[src/rtl/alu_8bit_pkg.sv]
// Shared constants for the 8-bit ALU: opcode encodings, datapath widths and
// the multiplier sequencer states.
package alu8_pkg;

    localparam int OPND_W  = 8;
    localparam int RES_W   = 16;
    localparam int INSTR_W = 18;

    localparam logic [1:0] OP_ADD = 2'b00;
    localparam logic [1:0] OP_SUB = 2'b01;
    localparam logic [1:0] OP_AND = 2'b10;
    localparam logic [1:0] OP_MUL = 2'b11;

    typedef enum logic [1:0] {
        ST_IDLE  = 2'b00,
        ST_BUSY  = 2'b01,
        ST_DONE  = 2'b10,
        ST_WRITE = 2'b11
    } mul_state_e;

endpackage

[src/rtl/alu_8bit_if.sv]
// Instruction/result bus between the issuing stage and the ALU.
import alu8_pkg::*;

interface alu_8bit_if;
    logic [INSTR_W-1:0] instr;
    logic               check;
    logic [RES_W-1:0]   Y;
    logic               overflow;
    logic               Cout;

    modport master (output instr, output check, input Y, input overflow, input Cout);
    modport slave  (input instr, input check, output Y, output overflow, output Cout);
endinterface

[src/rtl/alu_8bit_seq_mult8.sv]
// Unsigned 8x8 shift-add multiplier: one partial product per cycle, LSB of
// the multiplier first, then a DONE and a WRITE cycle before returning idle.
import alu8_pkg::*;

module seq_mult8 (
    input  logic                clock,
    input  logic                rst_n,
    input  logic                start,
    input  logic [OPND_W-1:0]   a,
    input  logic [OPND_W-1:0]   b,
    output logic                busy,
    output logic                done,
    output logic [RES_W-1:0]    product
);

    mul_state_e          state_q, state_d;
    logic [2:0]          cnt_q, cnt_d;
    logic [RES_W-1:0]    mcand_q, mcand_d;
    logic [OPND_W-1:0]   mplier_q, mplier_d;
    logic [RES_W-1:0]    acc_q, acc_d;

    always_ff @(posedge clock or negedge rst_n) begin
        if (!rst_n) begin
            state_q  <= ST_IDLE;
            cnt_q    <= '0;
            mcand_q  <= '0;
            mplier_q <= '0;
            acc_q    <= '0;
        end else begin
            state_q  <= state_d;
            cnt_q    <= cnt_d;
            mcand_q  <= mcand_d;
            mplier_q <= mplier_d;
            acc_q    <= acc_d;
        end
    end

    always_comb begin
        state_d  = state_q;
        cnt_d    = cnt_q;
        mcand_d  = mcand_q;
        mplier_d = mplier_q;
        acc_d    = acc_q;
        case (state_q)
            ST_IDLE: begin
                if (start) begin
                    mcand_d  = {8'h00, a};
                    mplier_d = b;
                    acc_d    = '0;
                    cnt_d    = '0;
                    state_d  = ST_BUSY;
                end
            end
            ST_BUSY: begin
                // Multiplicand walks left while the multiplier walks right,
                // so bit 0 of mplier_q always selects the current partial product.
                if (mplier_q[0]) begin
                    acc_d = acc_q + mcand_q;
                end
                mcand_d  = mcand_q << 1;
                mplier_d = mplier_q >> 1;
                cnt_d    = cnt_q + 3'd1;
                if (cnt_q == 3'd7) begin
                    state_d = ST_DONE;
                end
            end
            ST_DONE:  state_d = ST_WRITE;
            ST_WRITE: state_d = ST_IDLE;
            default:  state_d = ST_IDLE;
        endcase
    end

    assign busy    = (state_q != ST_IDLE);
    assign done    = (state_q == ST_WRITE);
    assign product = acc_q;

endmodule

[src/rtl/alu_8bit.sv]
// Execute-stage ALU: single-cycle ADD/SUB/AND into registered outputs, plus a
// sequential multiply whose product lands in the same output registers.
import alu8_pkg::*;

module alu_8bit (
    input  logic        clock,
    input  logic        rst_n,
    alu_8bit_if.slave   bus
);

    logic [1:0]        opcode;
    logic [OPND_W-1:0] opa, opb;
    logic [OPND_W:0]   sum9, diff9;

    logic              mul_start, mul_busy, mul_done;
    logic [RES_W-1:0]  mul_product;

    logic [RES_W-1:0]  y_q, y_d;
    logic              ovf_q, ovf_d;
    logic              cout_q, cout_d;

    assign opcode = bus.instr[17:16];
    assign opa    = bus.instr[15:8];
    assign opb    = bus.instr[7:0];

    assign sum9  = {1'b0, opa} + {1'b0, opb};
    assign diff9 = {1'b0, opa} + {1'b0, ~opb} + 9'd1;

    seq_mult8 u_mult (
        .clock   (clock),
        .rst_n   (rst_n),
        .start   (mul_start),
        .a       (opa),
        .b       (opb),
        .busy    (mul_busy),
        .done    (mul_done),
        .product (mul_product)
    );

    always_comb begin
        y_d       = y_q;
        ovf_d     = ovf_q;
        cout_d    = cout_q;
        mul_start = 1'b0;
        // The write cycle is part of busy, so it must win before decode.
        if (mul_done) begin
            y_d    = mul_product;
            ovf_d  = 1'b0;
            cout_d = 1'b0;
        end else if (!mul_busy) begin
            case (opcode)
                OP_ADD: begin
                    y_d    = {8'h00, sum9[7:0]};
                    cout_d = sum9[8];
                    ovf_d  = (opa[7] == opb[7]) && (sum9[7] != opa[7]);
                end
                OP_SUB: begin
                    y_d    = {8'h00, diff9[7:0]};
                    cout_d = diff9[8];
                    ovf_d  = (opa[7] != opb[7]) && (diff9[7] != opa[7]);
                end
                OP_AND: begin
                    y_d    = {8'h00, opa & opb};
                    cout_d = 1'b0;
                    ovf_d  = 1'b0;
                end
                default: begin
                    mul_start = bus.check;
                end
            endcase
        end
    end

    always_ff @(posedge clock or negedge rst_n) begin
        if (!rst_n) begin
            y_q    <= '0;
            ovf_q  <= 1'b0;
            cout_q <= 1'b0;
        end else begin
            y_q    <= y_d;
            ovf_q  <= ovf_d;
            cout_q <= cout_d;
        end
    end

    assign bus.Y        = y_q;
    assign bus.overflow = ovf_q;
    assign bus.Cout     = cout_q;

endmodule

[src/flat_wrapper.sv]
// flat-port wrapper written by rule: the top's interface ports become plain ports
module alu_8bit_flat 
  (clock, rst_n, bus_instr, bus_check, bus_Y, bus_overflow, bus_Cout);
  alu_8bit_if bus_i ();
  input  logic clock;
  input  logic rst_n;
  input wire logic [$bits(bus_i.instr)-1:0] bus_instr;
  input wire logic [$bits(bus_i.check)-1:0] bus_check;
  output wire logic [$bits(bus_i.Y)-1:0] bus_Y;
  output wire logic [$bits(bus_i.overflow)-1:0] bus_overflow;
  output wire logic [$bits(bus_i.Cout)-1:0] bus_Cout;
  assign bus_i.instr = bus_instr;
  assign bus_i.check = bus_check;
  assign bus_Y = bus_i.Y;
  assign bus_overflow = bus_i.overflow;
  assign bus_Cout = bus_i.Cout;
  alu_8bit u_core (.clock(clock), .rst_n(rst_n), .bus(bus_i));
endmodule
[config.mk]
export PLATFORM = sky130hd
export DESIGN_NAME = alu_8bit_flat
export DESIGN_NICKNAME = d
export VERILOG_FILES = /design/src/rtl/alu_8bit_pkg.sv /design/src/rtl/alu_8bit_if.sv /design/src/rtl/alu_8bit_seq_mult8.sv /design/src/rtl/alu_8bit.sv /design/src/flat_wrapper.sv
export SDC_FILE = /design/constraint.sdc
export NUM_CORES = 1
export LEC_CHECK = 0
export ABC_AREA = 1
export CORE_MARGIN = 2
export CORE_UTILIZATION = 45
export DETAILED_ROUTE_END_ITERATION = 10
export HOLD_SLACK_MARGIN = 0.05
export RECOVER_POWER = 100
export SLEW_MARGIN = 20
export SYNTH_ARGS = -nofsm -noshare
export SYNTH_HDL_FRONTEND = slang
export SYNTH_SLANG_ARGS = --single-unit
export TNS_END_PERCENT = 5
[constraint.sdc]
create_clock -name clock -period 2 [get_ports clock]
set_clock_uncertainty 0.05 [all_clocks]
set_input_delay 0.3 -clock clock [delete_from_list [all_inputs] [get_ports clock]]
set_output_delay 0.3 -clock clock [all_outputs]
set_load 0.03 [all_outputs]
==> results summary <==
The time the final worst path needs with I/O delays and setup is around 1.9 ns. The number of register bits inferred by synthesis is between 60 and 70. Synthesis instantiated 34 different standard cells from the library. The initial antenna violation count is 0. The overall routing resource usage is 0.237. The worst endpoint required time is between 2 and 2.5 ns. The average wire per standard cell is roughly 14 um. The cell chosen for the clock root is sky130_fd_sc_hd__clkbuf_8. The analysis attributes to cell leakage a power of roughly 0.0030 uW. In this run the remaining antenna-violating nets after routing total 0.

The worst hold path begins at u_core.bus.Y[9]. After detailed routing, the number of vias per cell comes to roughly 5.1. The utilization after layout is 0.583. Data on the critical path arrives at its endpoint at between 2 and 2.5 ns. The design internal power is around 4300 uW.

The total negative slack for setup checks is 0 ns. The gate count of the mapped netlist came out at approximately 630. The total power after layout is between 8000 and 9000 uW. The share of the cycle needed by the critical path after routing is 0.961. The highest metal layer used by the detailed router is met4. The number of warnings issued by yosys is 0. The part of the power in registers came out at 0.277. TritonCTS built the clock tree. The area share of the leading cell type in the synthesized netlist came out at 0.348. The worst relative slew slack came out at 0.418. Setup repair after global routing could not meet its margin everywhere. The largest area contributor in the netlist is sky130_fd_sc_hd__dfrtp_1. Power spread over the standard cell area amounts to 1420 nW/um^2. The initial cell density of the core came out at 0.463.

The worst vdd rail ir drop is between 0.0006 and 0.0007 V. The actual slew at the worst max-slew pin is 0.873 ns. The floorplan die area is 10,900 sq um. The maximum root-to-sink buffer count came out at 2. The sort of element at the end of the critical path is a flip-flop.

The routed length on met3 came out at between 400 and 500 um. The layout has between 900 and 1,000 filler cells. The total number of vias came out at around 4,400. The number of remaining DRC errors came out at 0. The number of instances in the placed design is 839.

The fraction of layout instances using a drive strength above 1 came out at 0.140. The largest net degree at the start of global routing came out at 34. The detailed-routing wirelength on met1 is around 5300 um. Pin placement for this block handled 39 I/O pins. The peak clock frequency supported by timing is about 520 MHz. The total wirelength of the detailed-routed design is 12,200 um.

The number of maximum-capacitance violations is 0. Of the total power, the share spent switching nets is 0.467. The pre-antenna-repair detailed-routing pass consisted of 4 iterations. The number of setup buffers added after CTS is 0. The weighted congestion at the end of routability-driven global placement is 0.931. The final cell count without fillers came out at between 800 and 900.

After clock tree synthesis, the clock-pin slew on the worst setup and hold paths is roughly 0.06 ns. The die width is roughly 100 um. The detailed router finished its first iteration with approximately 230 violations. The count of nets after finishing came out at ~800.

Sorting the synthesized cells by area gives the leading types as sky130_fd_sc_hd__dfrtp_1 35%, sky130_fd_sc_hd__nand2_1 15%, sky130_fd_sc_hd__ha_1 11%. The startpoint kind of the worst setup timing path is an input pin. The source of the worst register-to-register timing path is u_core.u_mult.mcand_q[0].

For this run, the register share of the synthesized area comes to 0.348. In the synthesized netlist the async set-or-reset flop fraction comes to 1.00. The H-tree was split into 3 levels.

The max-slew violation total from the final report came to 0. The worst setup path is of the input pin to flip-flop kind. In this run the power spent charging and discharging nets is approximately 3800 uW. The count of final setup violators is 0. The number of hold violations in the final report is 0. The min-delay analysis places its worst path in the category flip-flop to flip-flop.

The detailed route wirelength on metal2 is slightly below 6000 um. The netlist area before placement came out at 4530 sq um. The post-detailed-placement half-perimeter wirelength is 9740 um. In this run, synthesis inferred 0 flip-flops with an integrated enable. Across all hold checks on the routed design, the worst slack comes to between 0.4 and 0.5 ns. In this run the mean area of a mapped cell was roughly 7.2 sq um. The number of inserted diodes is 0. The clock latency reported for the late side of the worst-skew pair is 0.35 ns. The number of global-route vias before repair came to 4,270. The power share of the clock group came out at 0.141. The biggest fanout along the worst timing path is 2. The commonest register cell after synthesis is sky130_fd_sc_hd__dfrtp_1. The chip height came out at around 100 um. After floorplanning, the core was divided into 36 placement rows. The share of total power dissipated in combinational logic is 0.582. The flow ran to the end, and the final reports show no timing, DRC or antenna violations.

The total area inside the core boundary comes to 9770 sq um. The sum of overflow across all layers after global routing came out at 0. The number of clock sinks is 63. The post-synthesis net count is a little under 700. The most critical setup path has its startpoint at bus_instr[8]. The wire length of the first global-routing pass is 20,300 um. The count of buffers from port buffering is 38. The number of buffers inserted during clock tree synthesis came out at 9. From synthesis to final layout, the design area changed by 25.8%.
critical path, cell delays in order:
cell and delay [ns]:
sky130_fd_sc_hd__clkdlybuf4s50_1 0.49, sky130_fd_sc_hd__inv_1 0.06, sky130_fd_sc_hd__ha_1 0.20, sky130_fd_sc_hd__fa_1 0.40, sky130_fd_sc_hd__inv_2 0.08, sky130_fd_sc_hd__clkbuf_4 0.13
sky130_fd_sc_hd__a21oi_1 0.05, sky130_fd_sc_hd__o21ai_0 0.06, sky130_fd_sc_hd__nand3_1 0.08, sky130_fd_sc_hd__o21ai_0 0.13, sky130_fd_sc_hd__o22ai_1 0.11
cells in the mapped netlist, types with 4 or more instances:
| master | number |
|---|---|
| sky130_fd_sc_hd__o22ai_1 | 14 |
| sky130_fd_sc_hd__nor2_1 | 43 |
| sky130_fd_sc_hd__o21ai_0 | 31 |
| sky130_fd_sc_hd__a21oi_1 | 38 |
| sky130_fd_sc_hd__a31oi_1 | 7 |
| sky130_fd_sc_hd__inv_1 | 81 |
| sky130_fd_sc_hd__dfrtp_1 | 63 |
| sky130_fd_sc_hd__o211ai_1 | 8 |
| sky130_fd_sc_hd__o21ai_1 | 8 |
| sky130_fd_sc_hd__nand4_1 | 7 |
| sky130_fd_sc_hd__buf_2 | 14 |
| sky130_fd_sc_hd__nand2_1 | 185 |
| sky130_fd_sc_hd__ha_1 | 41 |
| sky130_fd_sc_hd__nand3_1 | 46 |
| sky130_fd_sc_hd__a21o_1 | 4 |
power groups by stage:
stage | combinational (uW) | clock, uW | sequential (uW)
2_1_floorplan | 2950 | 0 | 2410
3_3_place_gp | 4740 | 0 | 2260
3_5_place_dp | 4800 | 0 | 2270
4_1_cts | 4830 | 1170 | 2250
5_1_grt | 5330 | 1220 | 2300
6_report | 4700 | 1140 | 2240
cell families after synthesis:
| group | synth area share |
|---|---|
| and+or+nand+nor | 0.270 |
| buffers and inverters | 0.0972 |
| xor gates and xnor gates | 0.00967 |
| adders and majority gates | 0.127 |
| AOI/OAI and AO/OA | 0.149 |
| DFF | 0.348 |
layout by cell type, fill, tap and decap left out, types with 2 or more instances in the layout:
cell type and instances:
sky130_fd_sc_hd__o21bai_1 3, sky130_fd_sc_hd__o21ai_2 2, sky130_fd_sc_hd__ha_2 6, sky130_fd_sc_hd__o22ai_1 14, sky130_fd_sc_hd__buf_12 3, sky130_fd_sc_hd__clkbuf_1 2
sky130_fd_sc_hd__xnor2_1 2, sky130_fd_sc_hd__buf_4 50, sky130_fd_sc_hd__o21ai_1 10, sky130_fd_sc_hd__nand2_2 2, sky130_fd_sc_hd__a21oi_1 36, sky130_fd_sc_hd__clkinvlp_4 2
sky130_fd_sc_hd__a21o_1 4, sky130_fd_sc_hd__dlygate4sd3_1 19, sky130_fd_sc_hd__nand3_1 46, sky130_fd_sc_hd__nand2_1 185, sky130_fd_sc_hd__clkbuf_4 2, sky130_fd_sc_hd__o211ai_1 8
sky130_fd_sc_hd__clkbuf_2 5, sky130_fd_sc_hd__nor3_1 3, sky130_fd_sc_hd__inv_1 80, sky130_fd_sc_hd__clkdlybuf4s50_1 19, sky130_fd_sc_hd__fa_1 2, sky130_fd_sc_hd__clkbuf_8 11
sky130_fd_sc_hd__dfrtp_1 63, sky130_fd_sc_hd__nand4_1 7, sky130_fd_sc_hd__ha_1 34, sky130_fd_sc_hd__xor2_1 3, sky130_fd_sc_hd__a31oi_1 7, sky130_fd_sc_hd__inv_2 5
sky130_fd_sc_hd__o21ai_0 28, sky130_fd_sc_hd__nor2_1 43
cell type report:
| class | instances | area, sq um | share of cell area |
|---|---|---|---|
| clock buffer | 12 | 155 | 0.0272 |
| inverter | 87 | 335 | 0.0588 |
| sequential | 63 | 1580 | 0.277 |
| tap | 133 | 166 | 0.0292 |
| clock inverter | 3 | 42.5 | 0.00746 |
| multi-input combinational | 456 | 2550 | 0.447 |
| timing repair buffer | 101 | 876 | 0.154 |
repair_timing:
item                       CTS  global route
hold buffers                 1             0
hold endpoints to repair    63             0
pin swaps                    0             0
setup endpoints to repair    1            20
gates resized for setup      1            18
flip-flops by register name, summed over array words and instances, names as in the netlist:
register,flops
u_core.bus.overflow,1
u_core.u_mult.mplier_q,8
u_core.u_mult.product,16
u_core.u_mult.cnt_q,3
u_core.bus.Y,16
u_core.bus.Cout,1
u_core.u_mult.mcand_q,16
u_core.u_mult.state_q,2
final timing paths:
path,endpoint,slack (ns),depth (start not counted)
min in group asynchronous,u_core.u_mult.mcand_q[13],0.60,3
worst min register to register,u_core.bus.Y[9],0.41,2
worst max register to register,u_core.u_mult.product[14],0.14,8
max in group asynchronous,u_core.bus.Y[13],0.69,3
worst max-delay path,u_core.bus.Y[2],0.08,11
worst min-delay path,u_core.bus.Y[9],0.41,2
metal layers:
layer	GRT usage	vias up
li1	-	2224
met1	0.285	2005
met2	0.405	92
met3	0.0363	30
met4	0.133	0
met5	0	-
stage by stage:
step	setup WS [ns]	instance area [sq um]
floorplan	0.257	4530
global placement	-0.347	5490
detailed placement	-0.398	5490
CTS	0.0623	5700
global route	-0.0447	5700
finish	0.0785	5700
No activity file was read; power rests on OpenSTA's default activity.
